<file path="config.mk">
export PLATFORM = sky130hd
export DESIGN_NAME = serial_word_receiver
export DESIGN_NICKNAME = d
export VERILOG_FILES = /design/src/rtl/serial_word_receiver_pkg.sv /design/src/rtl/serial_word_shifter.sv /design/src/rtl/serial_word_receiver.sv
export SDC_FILE = /design/constraint.sdc
export NUM_CORES = 1
export LEC_CHECK = 0
export CORE_MARGIN = 8
export CORE_UTILIZATION = 42
export CTS_CLUSTER_SIZE = 30
export DETAILED_ROUTE_END_ITERATION = 8
export HOLD_SLACK_MARGIN = 0.15
export PLACE_DENSITY = 0.78
export SLEW_MARGIN = 15
export SYNTH_ARGS = -nofsm -noshare
export SYNTH_HDL_FRONTEND = slang
export SYNTH_SLANG_ARGS = --single-unit
</file>
<file path="constraint.sdc">
create_clock -name clk -period 1.15 [get_ports clk]
set_clock_uncertainty 0.15 [all_clocks]
set_input_delay 0.23 -clock clk [delete_from_list [all_inputs] [get_ports clk]]
set_output_delay 0.23 -clock clk [all_outputs]
set_load 0.03 [all_outputs]
</file>
<file path="src/rtl/serial_word_receiver_pkg.sv">
// Shared definitions for the serial word receiver.
//   - Receiver FSM state encoding
//   - Framing bit levels (start bit and stop bit)
package serial_word_receiver_pkg;

  localparam logic [1:0] IDLE = 2'b00;
  localparam logic [1:0] DATA = 2'b01;
  localparam logic [1:0] STOP = 2'b10;

  typedef enum logic [1:0] {
    StIdle = IDLE,
    StData = DATA,
    StStop = STOP
  } rx_state_e;

  localparam logic START_BIT = 1'b0;
  localparam logic STOP_BIT  = 1'b1;

endpackage

</file>
<file path="src/rtl/serial_word_shifter.sv">
// WIDTH-bit serial-in / parallel-out shift register.
// Each new bit enters at bit 0 and older bits move toward the MSB. After WIDTH shifts,
// the first bit received is therefore in data_o[WIDTH-1].
// Ports:
//   clk_i      rising-edge clock
//   clear_i    synchronous active-high clear (register goes to 0)
//   shift_en_i shift bit_i in this cycle
//   bit_i      serial input bit
//   data_o     current register contents
module serial_word_shifter #(
  parameter int unsigned WIDTH = 4
) (
  input  logic             clk_i,
  input  logic             clear_i,
  input  logic             shift_en_i,
  input  logic             bit_i,
  output logic [WIDTH-1:0] data_o
);

  logic [WIDTH-1:0] data_d, data_q;

  always_comb begin
    data_d = data_q;
    if (shift_en_i) begin
      data_d = {data_q[WIDTH-2:0], bit_i};
    end
  end

  always_ff @(posedge clk_i) begin
    if (clear_i) begin
      data_q <= '0;
    end else begin
      data_q <= data_d;
    end
  end

  assign data_o = data_q;

endmodule

</file>
<file path="src/rtl/serial_word_receiver.sv">
// Framed serial-to-parallel receiver. Each frame has a start bit (0), then WIDTH data bits
// sent MSB first, then a stop bit (1). The line is sampled only on bit_en strobes.
// Ports:
//   clk          rising-edge clock
//   clear        synchronous active-high reset
//   bit_en       one-cycle bit strobe; serial_in is sampled only when this is set
//   serial_in    serial line, idles high
//   data_ready   consumer accepts parallel_out when data_valid is also set
//   parallel_out last good word received
//   data_valid   parallel_out holds a word that has not yet been accepted
//   frame_error  one-cycle pulse when the stop bit is sampled as 0
//   overrun      one-cycle pulse when a new word replaces one that was never accepted
//   busy         receiver is inside a frame
module serial_word_receiver
  import serial_word_receiver_pkg::*;
#(
  parameter int unsigned WIDTH = 4
) (
  input  logic             clk,
  input  logic             clear,
  input  logic             bit_en,
  input  logic             serial_in,
  input  logic             data_ready,
  output logic [WIDTH-1:0] parallel_out,
  output logic             data_valid,
  output logic             frame_error,
  output logic             overrun,
  output logic             busy
);

  localparam int unsigned CntW = (WIDTH > 2) ? $clog2(WIDTH) : 1;
  localparam logic [CntW-1:0] LastCnt = CntW'(WIDTH - 1);

  rx_state_e        state_d, state_q;
  logic [CntW-1:0]  cnt_d, cnt_q;
  logic [WIDTH-1:0] pout_d, pout_q;
  logic             valid_d, valid_q;
  logic             ferr_d, ferr_q;
  logic             ovr_d, ovr_q;
  logic             shift_en;
  logic [WIDTH-1:0] shift_data;

  serial_word_shifter #(
    .WIDTH (WIDTH)
  ) u_shifter (
    .clk_i      (clk),
    .clear_i    (clear),
    .shift_en_i (shift_en),
    .bit_i      (serial_in),
    .data_o     (shift_data)
  );

  always_comb begin
    state_d  = state_q;
    cnt_d    = cnt_q;
    pout_d   = pout_q;
    valid_d  = valid_q;
    ferr_d   = 1'b0;
    ovr_d    = 1'b0;
    shift_en = 1'b0;

    // Handshake is independent of bit_en. A load in the same cycle overrides it below.
    if (valid_q && data_ready) begin
      valid_d = 1'b0;
    end

    unique case (state_q)
      StIdle: begin
        if (bit_en && (serial_in == START_BIT)) begin
          state_d = StData;
          cnt_d   = '0;
        end
      end
      StData: begin
        if (bit_en) begin
          shift_en = 1'b1;
          cnt_d    = cnt_q + CntW'(1);
          if (cnt_q == LastCnt) begin
            state_d = StStop;
          end
        end
      end
      StStop: begin
        if (bit_en) begin
          state_d = StIdle;
          if (serial_in == STOP_BIT) begin
            pout_d  = shift_data;
            valid_d = 1'b1;
            // If the old word is being accepted this cycle, replacing it is not an overrun.
            ovr_d   = valid_q && !data_ready;
          end else begin
            ferr_d  = 1'b1;
          end
        end
      end
      default: state_d = StIdle;
    endcase
  end

  always_ff @(posedge clk) begin
    if (clear) begin
      state_q <= StIdle;
      cnt_q   <= '0;
      pout_q  <= '0;
      valid_q <= 1'b0;
      ferr_q  <= 1'b0;
      ovr_q   <= 1'b0;
    end else begin
      state_q <= state_d;
      cnt_q   <= cnt_d;
      pout_q  <= pout_d;
      valid_q <= valid_d;
      ferr_q  <= ferr_d;
      ovr_q   <= ovr_d;
    end
  end

  assign parallel_out = pout_q;
  assign data_valid   = valid_q;
  assign frame_error  = ferr_q;
  assign overrun      = ovr_q;
  assign busy         = (state_q != StIdle);

endmodule

</file>
==> results of run 1 <==
==> placed cells by master (no fill, tap or decap), types with 3 or more instances in the layout <==
cell,count
buf_6,11
mux2i_1,8
nor2_1,8
buf_4,8
dfxtp_1,7
dfxtp_2,6
a21oi_2,3
clkbuf_4,3
==> path summary, 6_finish.rpt <==
check	to	start	cells past startpoint
max	busy	state_q[1]	2
min	frame_error	bit_en	4
max reg2reg	parallel_out[1]	state_q[0]	4
min reg2reg	cnt_q[1]	cnt_q[1]	2
==> report_power, final <==
group / internal, mW / leakage (nW) / total, mW / switching [mW]
sequential: 0.522 / 0.126 / 0.526 / 0.00460
clock: 0.135 / 0.0150 / 0.304 / 0.169
combinational: 0.0753 / 0.322 / 0.132 / 0.0568
==> per-stage QoR <==
stage / hold slack [ns] / util (%)
finish: 0.344 / 71.5
global route: 0.353 / 71.5
CTS: 0.347 / 65.8
detailed placement: 0.328 / 57.5
global placement: 0.319 / 57.5
floorplan: 0.149 / -
==> registers in the layout (all words and copies together) (netlist names) <==
register,flops
cnt_q,2
data_valid,1
frame_error,1
overrun,1
parallel_out,4
state_q,2
u_shifter.data_o,4
==> metal layers <==
layer / vias to the layer above / part of all wire [%]
met3: 4 / 7.2
met4: 0 / 1.8
li1: 251 / -
met5: - / 0
met1: 225 / 42
met2: 17 / 49
==> cell families (layout without fill, tap and decap cells) <==
| family | after synthesis | in the layout | synth area share (%) |
|---|---|---|---|
| simple gates | 24 | 24 | 26.2 |
| flops | 15 | 15 | 49.5 |
| mux | 8 | 8 | 13.2 |
| compound gates | 7 | 7 | 5.77 |
| buf+inv | 3 | 28 | 3.30 |
| fa+ha+maj | 1 | 1 | 2.06 |
==> tightest hold or removal path, stage by stage <==
cell and delay [ns]:
dlygate4sd2_1 0.24, buf_6 0.14, nand4bb_4 0.10, nor2_2 0.04
==> final cells by class <==
type	count	area, um2	share of cell area, %
clock buffer	4	26.3	2.76
timing repair buffer	24	241	25.3
tap	15	18.8	1.97
multi-input combinational	40	352	36.9
sequential	15	315	33.1
==> repair_timing <==
item                                   in CTS  in global routing
hold buffers                                0                  0
setup endpoints to repair                  18                 22
buffers inserted                            3                  2
endpoints found under the hold margin       0                  0
gates resized for setup                    21                 14
pin swaps                                   4                  5
==> insert_results.sql, run 1 <==
INSERT INTO impl_metrics (metric_group, metric, value, unit) VALUES
('worst_setup_path', 'worst_path_max_delay_cell', 'dfxtp_4', ''),
('status', 'failed_checks', 'negative setup slack', ''),
('placement', 'hpwlAfterDp', '906', 'um'),
('route', 'wirelength', '1.47', 'mm'),
('sta', 'timing.final.max_slew_violations', '0', ''),
('status', 'status', 'finished with violations', ''),
('sta', 'worstMarginPinSlew', '0.303', 'ns'),
('final_layout', 'antenna-diode-count', '0', ''),
('floorplan', 'die_boundary_width', '54.0', 'um'),
('worst_setup_path', 'critPathMaxFanout', '2', ''),
('sta', 'max-slew-margin-rel', '79.8', '%'),
('route', 'first_iter_violations', '7', ''),
('floorplan', 'floorplan.die_area', '2920', 'um2'),
('global_route', 'use_met3', '4.13', '%'),
('clock_network', 'cts_num_sinks', '15', ''),
('worst_setup_path', 'endpoint_kind_of_the_worst_setup_timing_path', 'output port', ''),
('worst_setup_path', 'start_kind', 'register', ''),
('logic_synthesis', 'largest_cells_by_area_after_synthesis', 'dfxtp_1 (49%), mux2i_1 (13%), nor2_1 (5.6%), a21oi_1 (4.1%), nand3b_4 (3.3%)', ''),
('clock_network', 'cts_root_buf', 'clkbuf_4', ''),
('worst_setup_path', 'worstPathRequired', '0.77', 'ns'),
('global_route', 'first_global_vias', '529', ''),
('logic_synthesis', 'synth-edff-count', '0', ''),
('job', 'max_cap_viol_count', '0', ''),
('logic_synthesis', 'synth_area', '607', 'um2'),
('sta', 'period_minus_slack', '1.39', 'ns'),
('sta', 'final.setup.worst_slack', '-0.243', 'ns'),
('global_route', 'grt_busiest_layer', 'met2', ''),
('global_route', 'grt_antenna_before_repair', '0', ''),
('worst_setup_path', 'crit_family', 'flip-flops', ''),
('final_layout', 'num-nets-final', '90', ''),
('placement', 'post-place-cells', '89', ''),
('sta', 'finalSetupViolCount', '13', ''),
('logic_synthesis', 'async_reset_ff_share', '0', '%'),
('floorplan', 'start_util', '45.5', '%'),
('clock_network', 'clock_transition_time_at_the_flip_flop_clock_pins_of_the_worst_setup_and_hold_paths', '0.09', 'ns'),
('worst_setup_path', 'path_cells', 'or2_4 -> buf_6', ''),
('logic_synthesis', 'yosysMostFrequentCell', 'dfxtp_1', ''),
('sta', 'timing.final.crit_share', '121', '%'),
('clock_network', 'worst_skew_pair_later_pin_latency', '0.28', 'ns'),
('logic_synthesis', 'synth_common_cells', 'dfxtp_1 (15), nor2_1 (9), mux2i_1 (8)', ''),
('global_route', 'grt.overflow.total', '0', ''),
('floorplan', 'placeableCoreArea', '1330', 'um2'),
('final_layout', 'fillers', '97', ''),
('sta', 'hold_violations', '0', ''),
('placement', 'place_worst_setup_slack', '-0.416', 'ns'),
('logic_synthesis', 'synth_flop_cell', 'dfxtp_1', ''),
('placement', 'port_buffers', '12', ''),
('final_layout', 'area_delta_synth_final', '57.1', '%'),
('route', 'drtPass1Iterations', '4', ''),
('sta', 'setup_repair_after_global_routing_missed_its_margin', 'yes', ''),
('worst_setup_path', 'reg2reg_slack', '-0.12', 'ns'),
('power_and_ir_drop', 'design_power_total', '0.962', 'mW'),
('power_and_ir_drop', 'total_leakage_power', '0.463', 'nW'),
('final_layout', 'layout.cells.non_filler', '98', ''),
('floorplan', 'chipHeight', '54.0', 'um'),
('route', 'avgRoutedWirePerCell', '14.9', 'um'),
('worst_setup_path', 'timing.setup.critical_path_class', 'register to output port', ''),
('logic_synthesis', 'yosys_warnings', '0', ''),
('global_route', 'met2_usage', '18.3', '%'),
('power_and_ir_drop', 'worst_ir_drop_vdd', '0.876', 'mV'),
('sta', 'achievable-frequency', '718', 'MHz'),
('power_and_ir_drop', 'p_per_area', '1010', 'nW/um2'),
('route', 'routed_via_density', '5.07', ''),
('logic_synthesis', 'syn_avg_cell_area', '10.5', 'um2'),
('clock_network', 'cts_inserted_buffers', '3', ''),
('clock_network', 'htreeDepth', '1', ''),
('worst_hold_path', 'holdCritPathClass', 'primary input to register', ''),
('placement', 'place.gp.congestion', '0.710', ''),
('logic_synthesis', 'synth.top_cell.area_share', '49.5', '%'),
('route', 'vias', '497', ''),
('global_route', 'groute.layer.met1.usage', '12.4', '%');
Note: power is estimated with default switching activity, not from simulation.
==> run 2, diff against run 1 <==
ABC_CLOCK_PERIOD_IN_PS = 1150   (was unset)
==> results of run 2 <==
The final DEF is identical to that of run 1; final timing and power are the same.
